[config.mk]
export PLATFORM = sky130hd
export DESIGN_NAME = vote_tally
export DESIGN_NICKNAME = d
export VERILOG_FILES = /design/src/rtl/vote_tally.sv
export SDC_FILE = /design/constraint.sdc
export NUM_CORES = 1
export LEC_CHECK = 0
export ABC_AREA = 1
export CELL_PAD_IN_SITES_DETAIL_PLACEMENT = 1
export CELL_PAD_IN_SITES_GLOBAL_PLACEMENT = 1
export CORE_MARGIN = 2
export CORE_UTILIZATION = 39
export DETAILED_ROUTE_END_ITERATION = 8
export HOLD_SLACK_MARGIN = 0.12
export PLACE_DENSITY = 0.8
export SKIP_LAST_GASP = 1
export SYNTH_ARGS = -nofsm -noshare
export SYNTH_HDL_FRONTEND = slang
export SYNTH_SLANG_ARGS = --single-unit
[constraint.sdc]
create_clock -name clk -period 3.3 [get_ports clk]
set_input_delay 0.495 -clock clk [delete_from_list [all_inputs] [get_ports clk]]
set_output_delay 0.495 -clock clk [all_outputs]
set_load 0.005 [all_outputs]
[src/rtl/vote_tally.sv]
`default_nettype none
// +--------------------------------------------------------------------------+
// | vote_tally: N-candidate saturating vote counter with open/close window   |
// | control and a serial post-close winner/tie scan.                         |
// | Revision: 1.0                                                            |
// +--------------------------------------------------------------------------+

module vote_tally #(
  parameter int N_CAND = 4,
  parameter int CNT_W  = 21,
  parameter int SEL_W  = 2
) (
  input  logic                      clk,
  input  logic                      rst,
  input  logic                      start,
  input  logic                      stop,
  input  logic                      vote_valid,
  input  logic [SEL_W-1:0]          vote_sel,
  output logic                      vote_ready,
  output logic [N_CAND*CNT_W-1:0]   counts,
  output logic                      reject,
  output logic                      sat,
  output logic                      busy,
  output logic                      result_valid,
  output logic [SEL_W-1:0]          winner,
  output logic                      tie
);

  typedef enum logic [1:0] {
    ST_IDLE = 2'd0,
    ST_OPEN = 2'd1,
    ST_SCAN = 2'd2,
    ST_DONE = 2'd3
  } state_t;

  // One extra bit so N_CAND itself is representable for the range check.
  localparam logic [SEL_W:0]   N_EXT    = (SEL_W + 1)'(N_CAND);
  localparam logic [SEL_W-1:0] LAST_IDX = SEL_W'(N_CAND - 1);
  localparam logic [CNT_W-1:0] CNT_MAX  = '1;

  state_t             state_q, state_d;
  logic [CNT_W-1:0]   cnt_q [N_CAND];
  logic [CNT_W-1:0]   cnt_d [N_CAND];
  logic               sat_q, sat_d;
  logic               reject_q, reject_d;
  logic               busy_q, busy_d;
  logic               result_valid_q, result_valid_d;
  logic [SEL_W-1:0]   win_q, win_d;
  logic [CNT_W-1:0]   best_q, best_d;
  logic               tie_q, tie_d;
  logic [SEL_W-1:0]   idx_q, idx_d;

  logic               accept;
  logic               sel_ok;
  logic [CNT_W-1:0]   cur_cnt;

  always_ff @(posedge clk) begin
    if (rst) begin
      state_q        <= ST_IDLE;
      for (int i = 0; i < N_CAND; i++) begin
        cnt_q[i] <= '0;
      end
      sat_q          <= 1'b0;
      reject_q       <= 1'b0;
      busy_q         <= 1'b0;
      result_valid_q <= 1'b0;
      win_q          <= '0;
      best_q         <= '0;
      tie_q          <= 1'b0;
      idx_q          <= '0;
    end else begin
      state_q        <= state_d;
      for (int i = 0; i < N_CAND; i++) begin
        cnt_q[i] <= cnt_d[i];
      end
      sat_q          <= sat_d;
      reject_q       <= reject_d;
      busy_q         <= busy_d;
      result_valid_q <= result_valid_d;
      win_q          <= win_d;
      best_q         <= best_d;
      tie_q          <= tie_d;
      idx_q          <= idx_d;
    end
  end

  always_comb begin
    state_d  = state_q;
    for (int i = 0; i < N_CAND; i++) begin
      cnt_d[i] = cnt_q[i];
    end
    sat_d    = sat_q;
    reject_d = 1'b0;
    win_d    = win_q;
    best_d   = best_q;
    tie_d    = tie_q;
    idx_d    = idx_q;

    accept   = (state_q == ST_OPEN) && vote_valid;
    sel_ok   = ({1'b0, vote_sel} < N_EXT);
    cur_cnt  = cnt_q[idx_q];

    case (state_q)
      ST_IDLE, ST_DONE: begin
        if (start) begin
          state_d = ST_OPEN;
          for (int i = 0; i < N_CAND; i++) begin
            cnt_d[i] = '0;
          end
          sat_d = 1'b0;
        end
      end

      ST_OPEN: begin
        if (accept) begin
          if (sel_ok) begin
            for (int i = 0; i < N_CAND; i++) begin
              if (vote_sel == SEL_W'(i)) begin
                if (cnt_q[i] == CNT_MAX) begin
                  sat_d = 1'b1;
                end else begin
                  cnt_d[i] = cnt_q[i] + CNT_W'(1);
                end
              end
            end
          end else begin
            reject_d = 1'b1;
          end
        end
        if (stop) begin
          state_d = ST_SCAN;
          idx_d   = '0;
        end
      end

      ST_SCAN: begin
        // Strict greater-than keeps the lower index on equal counts.
        if (idx_q == '0) begin
          win_d  = '0;
          best_d = cur_cnt;
          tie_d  = 1'b0;
        end else if (cur_cnt > best_q) begin
          win_d  = idx_q;
          best_d = cur_cnt;
          tie_d  = 1'b0;
        end else if (cur_cnt == best_q) begin
          tie_d  = 1'b1;
        end
        if (idx_q == LAST_IDX) begin
          state_d = ST_DONE;
        end else begin
          idx_d = idx_q + SEL_W'(1);
        end
      end

      default: begin
        state_d = ST_IDLE;
      end
    endcase

    busy_d         = (state_d == ST_OPEN) || (state_d == ST_SCAN);
    result_valid_d = (state_d == ST_DONE);
  end

  assign vote_ready   = (state_q == ST_OPEN);
  assign reject       = reject_q;
  assign sat          = sat_q;
  assign busy         = busy_q;
  assign result_valid = result_valid_q;
  assign winner       = win_q;
  assign tie          = tie_q;

  generate
    for (genvar g = 0; g < N_CAND; g++) begin : g_pack
      assign counts[g*CNT_W +: CNT_W] = cnt_q[g];
    end
  endgenerate

endmodule

`default_nettype wire

==> results of run 1 <==
[per-layer routing]
metal / GRT usage / routed length [um] / up-vias / share of wire
met1: 0.3717 / 12230 / 3877 / 0.45
met2: 0.4668 / 12900 / 250 / 0.47
met5: 0 / 0 / - / 0
li1: - / - / 3917 / -
met3: 0.05334 / 1619 / 52 / 0.059
met4: 0.09526 / 645 / 0 / 0.024
[layout make-up]
cell class                      count  share of cell area
Clock buffer                       21             0.05065
Clock inverter                     10             0.01431
Inverter                          117             0.04872
Multi-Input combinational cell    866              0.4631
Sequential cell                   117              0.2578
Tap cell                          229             0.03152
Timing Repair Buffer              127              0.1334
Timing Repair inverter              1           0.0005505
[through the flow]
| stage | area [sq um] | std cells |
|---|---|---|
| floorplan | 7192 | 1142 |
| global placement | 8448 | 1453 |
| detailed placement | 8448 | 1453 |
| CTS | 9039 | 1484 |
| global route | 9091 | 1488 |
| finish | 9091 | 1488 |
[layout by cell type (no fill, tap or decap), types with 14 or more instances in the layout]
cell,n
a21oi_1,79
buf_4,28
clkbuf_16,17
clkdlybuf4s50_1,97
dfxtp_1,116
ha_1,30
inv_1,110
nand2_1,263
nand3_1,60
nand4_1,15
nor2_1,228
nor3_1,33
o21ai_0,76
o22ai_1,14
[worst reg2reg max path, stage by stage (launching register included)]
cell and delay, ns:
dfxtp_1 0.45, clkinvlp_4 0.19, buf_4 0.19, a21oi_1 0.15, o21ai_0 0.11, o21ai_1 0.23, ha_1 0.31, nand2_1 0.10
a21oi_1 0.06, nor2_1 0.11, nand2_1 0.07, nand2_1 0.08, nand3_1 0.11, nand2_1 0.19, nand2_4 0.15, nand2_8 0.20
nand2_1 0.10, nand2_1 0.07, nor2_1 0.04
[flip-flops by register name, indices dropped and copies added (netlist names), named ones only]
name	cells
cnt_q	84
best_q	21
idx_q	2
state_q	2
winner	2
busy	1
result_valid	1
sat	1
tie	1
[power groups by stage]
stage	combinational, W	sequential, W	clock [W]
2_1_floorplan	0.000801	0.00150	0
3_3_place_gp	0.00109	0.00151	0
3_5_place_dp	0.00112	0.00151	0
4_1_cts	0.00116	0.00148	0.00192
5_1_grt	0.00133	0.00149	0.00199
6_report	0.00120	0.00149	0.00191
[worst paths after layout]
| check | end | slack, ns | depth (start not counted) |
|---|---|---|---|
| min reg2reg | winner[1] | 0.48 | 2 |
| max reg2reg | best_q[12] | 0.28 | 18 |
| max | best_q[12] | 0.28 | 18 |
| min | winner[1] | 0.48 | 2 |
[cell families (layout without fill, tap and decap cells)]
group                    count (synthesis)  count (layout)  synth area share
flip-flops                             117             117            0.3257
adder cells (fa/ha/maj)                 30              30           0.05219
buffers and inverters                  159             276           0.09116
other                                    1               1         0.0005214
AND/OR/NAND/NOR                        633             633            0.3732
XOR/XNOR                                12              12           0.01462
AO/OA/AOI/OAI                          190             190            0.1427
[repair_timing]
action,4_1_cts,5_1_grt
gates resized for setup,0,6
setup buffers,0,3
hold buffers,0,0
endpoints found under the setup margin,0,24
==> impl_metrics.py, run 1 <==
metrics = {
    "timing": {
        "fin_crit_ns": 3.017,
        "clock.fmax_ghz": 0.3315,
        "finClkSkew_ns": 0.01126,
        "worst_pin_slew_ns": 0.6703,
        "hold_viol_final": 0,
        "relSlewSlack": 0.5531,
        "timing.final.crit_share": 0.9142,
        "maxSlewViolCount": 0,
        "whs_ns": 0.4806,
        "finalSetupViolCount": 0,
        "layout_setup_ws_ns": 0.2831,
        "setup-tns-final_ns": 0,
    },
    "logic_synthesis": {
        "postSynthAreaPerCell_sq_um": 6.298,
        "yosys-top-cells-area": "dfxtp_1, nand2_1, nor2_1, inv_1, a21oi_1",
        "synth_seq_area_share": 0.3257,
        "synth.most_common_cell": "nand2_1",
        "synth-edff-count": 0,
        "netlist_top_cells_count": "nand2_1, nor2_1, dfxtp_1",
        "async_flop_share": 0,
        "yosys_warnings": 0,
        "ys_ff_latch": 117,
        "syn-num-nets": 1179,
        "syn_area_sq_um": 7192,
        "ys_types": 43,
        "ys.flop_type": "dfxtp_1",
        "synth_top_cell_by_area": "dfxtp_1",
        "yosys.area.top_type_share": 0.3257,
        "synthCells": 1142,
    },
    "power": {
        "seqPwrFrac": 0.323,
        "ir_worst_vdd_v": 0.0004007,
        "power_frac_comb": 0.261,
        "internal_power_w": 0.003029,
        "power_w": 0.004600,
        "clkPwrFrac": 0.416,
        "cellLeakagePower_nw": 3.512,
        "powerDensity_nw_per_um2": 506.0,
        "switching_power_w": 0.001571,
        "switching_share": 0.3416,
    },
    "grt": {
        "grt.overflow.total": 0,
        "antenna_found_initial": 0,
        "grt_pass1_vias": 7984,
        "grt_pass1_wl_um": 43370,
        "grt_max_degree": 47,
        "grt_use_total": 0.2828,
    },
    "clock_tree": {
        "numCtsBuffers": 17,
        "cts.sinks": 117,
        "htree_levels": 4,
        "clk_pin_slew_ns": 0.05,
        "cts-root-buf": "clkbuf_16",
        "cts_max_path_buffers": 2,
        "clock_latency_ns": 0.44,
        "cts_tree": "built",
    },
    "placed_design": {
        "gp_congestion": 0.8943,
        "dp_hpwl_um": 20310,
        "io_buffers": 97,
        "dpl_worst_slack_ns": 0.1664,
    },
    "die": {
        "die_y_um": 139.8,
        "pin_count": 99,
        "dieArea_sq_um": 19540,
        "start_util": 0.3990,
        "die_x_um": 139.8,
        "design.core.area_sq_um": 18020,
        "rows": 49,
    },
    "run": {
        "cap_violations": 0,
    },
    "worst_setup_path": {
        "cpPeakStageDelay_ns": 0.45,
        "endpoint_kind": "flip-flop",
        "cp_common_cell": "nand2_1",
        "path_delay_family": "simple AND/OR/NAND/NOR gates",
        "start_kind": "flip-flop",
        "arrival_ns": 3.34,
        "crit_required_ns": 3.62,
        "cp_max_fo": 28,
        "path_class": "flip-flop to flip-flop",
        "cp_cell_sequence": "clkinvlp_4 -> buf_4 -> a21oi_1 -> o21ai_0 -> o21ai_1 -> ha_1 -> nand2_1 -> a21oi_1 -> nor2_1 -> nand2_1 -> nand2_1 -> nand3_1 -> nand2_1 -> nand2_4 -> nand2_8 -> nand2_1 -> nand2_1 -> nor2_1",
        "cp_slowest_cell": "dfxtp_1",
        "path_buf_inv": 2,
    },
    "worst_hold_path": {
        "worstHoldPathType": "flip-flop to flip-flop",
        "hp-start": "winner[1]",
    },
    "layout": {
        "final_util": 0.5044,
        "fill_cells": 2410,
        "multi_input_area_sq_um": 4210,
        "drive_gt1_frac": 0.07387,
        "antenna_cells": 0,
        "area_delta_synth_final_pct": 26.41,
        "seqCellArea_sq_um": 2344,
        "nets": 1284,
    },
    "route": {
        "drt-vias-per-instance": 5.441,
        "route.detailed.drc": 0,
        "wl_per_cell_um": 18.41,
        "ant_nets": 0,
        "first_pass_iters": 5,
        "drt_iter0_markers": 469,
        "wl_um": 27390,
        "vias": 8096,
    },
    "run_status": {
        "status": "completed",
    },
}
Note: power is estimated with default switching activity, not from simulation.
==> inputs of run 2 (changes only) <==
--- a/config.mk
+++ b/config.mk
@@ -9,10 +9,10 @@
 export CELL_PAD_IN_SITES_DETAIL_PLACEMENT = 1
 export CELL_PAD_IN_SITES_GLOBAL_PLACEMENT = 1
 export CORE_MARGIN = 2
-export CORE_UTILIZATION = 39
+export CORE_UTILIZATION = 37
 export DETAILED_ROUTE_END_ITERATION = 8
 export HOLD_SLACK_MARGIN = 0.12
-export PLACE_DENSITY = 0.8
+export PLACE_DENSITY_LB_ADDON = 0.1
 export SKIP_LAST_GASP = 1
 export SYNTH_ARGS = -nofsm -noshare
 export SYNTH_HDL_FRONTEND = slang
==> constraint.sdc (replaced) <==
create_clock -name clk -period 3.2 [get_ports clk]
set_input_delay 0.48 -clock clk [delete_from_list [all_inputs] [get_ports clk]]
set_output_delay 0.48 -clock clk [all_outputs]
set_load 0.005 [all_outputs]
==> impl_metrics.py, run 2 (synthesis results as in run 1) <==
metrics = {
    "die": {
        "rows": 50,
        "die_y_um": 143.4,
        "design.core.area_sq_um": 18890,
        "die_x_um": 143.4,
        "pin_count": 99,
        "start_util": 0.3807,
        "dieArea_sq_um": 20570,
    },
    "worst_hold_path": {
        "worstHoldPathType": "flip-flop to flip-flop",
        "holdPathStages": 2,
        "hp-start": "winner[1]",
    },
    "layout": {
        "antenna_cells": 0,
        "largest_register": "cnt_q",
        "layout_common_cells": "nand2_1, nor2_1, dfxtp_1",
        "fill_cells": 2517,
        "drive_gt1_frac": 0.07454,
        "area_delta_synth_final_pct": 27.28,
        "largest_reg_flops": 84,
        "final_util": 0.4845,
        "nets": 1285,
        "final_common_cell": "nand2_1",
        "reg.largest.list": "cnt_q: 84 flops, best_q: 21 flops",
    },
    "worst_setup_path": {
        "cp_common_cell": "nand2_1",
        "path_buf_inv": 2,
        "crit_required_ns": 3.52,
        "r2r_cells": 17,
        "start_kind": "flip-flop",
        "cp_slowest_cell": "dfxtp_1",
        "cp_max_fo": 46,
        "cp_num_cells": 17,
        "cpPeakStageDelay_ns": 0.39,
        "cp_cell_sequence": "clkinv_1 -> buf_12 -> o21ai_0 -> a21oi_1 -> a21oi_1 -> ha_1 -> nand2_1 -> o21bai_1 -> nand3_1 -> nand2_1 -> nand3_1 -> nand2_1 -> nand2_4 -> nand2_4 -> nand2_1 -> nand2_1 -> nor2_1",
        "arrival_ns": 3.22,
        "path_class": "flip-flop to flip-flop",
        "path_delay_family": "simple AND/OR/NAND/NOR gates",
        "endpoint_kind": "flip-flop",
    },
    "placed_design": {
        "dp_hpwl_um": 20780,
        "gp_congestion": 0.8703,
        "io_buffers": 97,
    },
    "clock_tree": {
        "clk_pin_slew_ns": 0.06,
        "clock_latency_ns": 0.43,
        "cts-root-buf": "clkbuf_16",
        "numCtsBuffers": 17,
        "cts.sinks": 117,
        "postCtsSetupRepairBufs": 0,
        "cts_max_path_buffers": 2,
        "htree_levels": 4,
        "cts_tree": "built",
    },
    "power": {
        "cellLeakagePower_nw": 3.525,
        "power_frac_comb": 0.247,
        "switching_share": 0.3288,
        "powerDensity_nw_per_um2": 520.8,
        "ir_worst_vdd_v": 0.0003669,
        "switching_power_w": 0.001568,
        "clkPwrFrac": 0.431,
        "internal_power_w": 0.003200,
        "seqPwrFrac": 0.322,
    },
    "timing": {
        "relSlewSlack": 0.6132,
        "finClkSkew_ns": 0.007131,
        "clock.fmax_ghz": 0.3454,
        "setup-tns-final_ns": 0,
        "worst_pin_slew_ns": 0.5802,
        "rsz0062_at_grt": "no",
        "finalSetupViolCount": 0,
        "hold_viol_final": 0,
        "maxSlewViolCount": 0,
        "timing.final.crit_share": 0.9049,
        "fin_crit_ns": 2.896,
    },
    "grt": {
        "grt_use_total": 0.2782,
        "grt_pass1_wl_um": 43630,
        "antenna_found_initial": 0,
        "grt.overflow.total": 0,
        "grt_max_degree": 47,
        "grt_pass1_vias": 7913,
    },
    "route": {
        "wl_per_cell_um": 18.34,
        "route.detailed.drc": 0,
        "vias": 8056,
        "drt_iter0_markers": 522,
        "drt-vias-per-instance": 5.297,
        "first_pass_iters": 5,
        "ant_nets": 0,
        "wl_um": 27900,
    },
    "run": {
        "cap_violations": 0,
    },
    "run_status": {
        "status": "completed",
    },
}
run 2: final cells by class:
cell class | count | area (sq um) | area share
multi-input combinational | 866 | 4200 | 0.4589
sequential | 117 | 2344 | 0.2560
timing repair buffer | 127 | 1209 | 0.1320
clock buffer | 23 | 467.9 | 0.05112
inverter | 117 | 442.9 | 0.04839
tap | 260 | 325.3 | 0.03554
clock inverter | 9 | 150.1 | 0.01640
timing repair inverter | 2 | 15.01 | 0.001640
run 2: routing by layer:
metal	vias up	GRT usage	wire length, um
li1	3911	-	-
met1	3890	0.3871	13300
met2	212	0.4321	12480
met3	43	0.04965	1342
met4	0	0.09856	786
met5	-	0	0
run 2: metrics by stage:
step                      cells  total power (W)  setup WS (ns)  instance area [sq um]  hold WS (ns)
after global placement     1487         0.002697         0.3310                   8509        0.4678
after CTS                  1519         0.004780         0.1964                   9128        0.4964
after detailed placement   1487         0.002725         0.2342                   8509        0.4823
after floorplan            1142         0.002378         0.7064                   7192        0.4550
after global routing       1521         0.005009       0.009193                   9154        0.5163
final                      1521         0.004767         0.3045                   9154        0.4869
run 2: power groups by stage:
stage / Sequential (W) / Combinational (W) / Clock, W
after floorplan: 0.00155 / 0.000826 / 0
after global placement: 0.00156 / 0.00114 / 0
after detailed placement: 0.00156 / 0.00117 / 0
after CTS: 0.00153 / 0.00117 / 0.00208
after global routing: 0.00154 / 0.00134 / 0.00213
final: 0.00154 / 0.00118 / 0.00205
run 2: worst min-delay path: stages (launching register included):
cell,delay [ns]
dfxtp_1,0.33
nor2_1,0.05
nor2_1,0.07
run 2: worst paths after layout:
path / to / slack, ns
max: best_q[12] / 0.30
min: winner[1] / 0.49
max reg2reg: best_q[12] / 0.30
min reg2reg: winner[1] / 0.49
run 2: repair_timing:
item	in CTS	in global routing
setup endpoints to repair	0	24
resized for setup	0	5
hold buffers	0	0
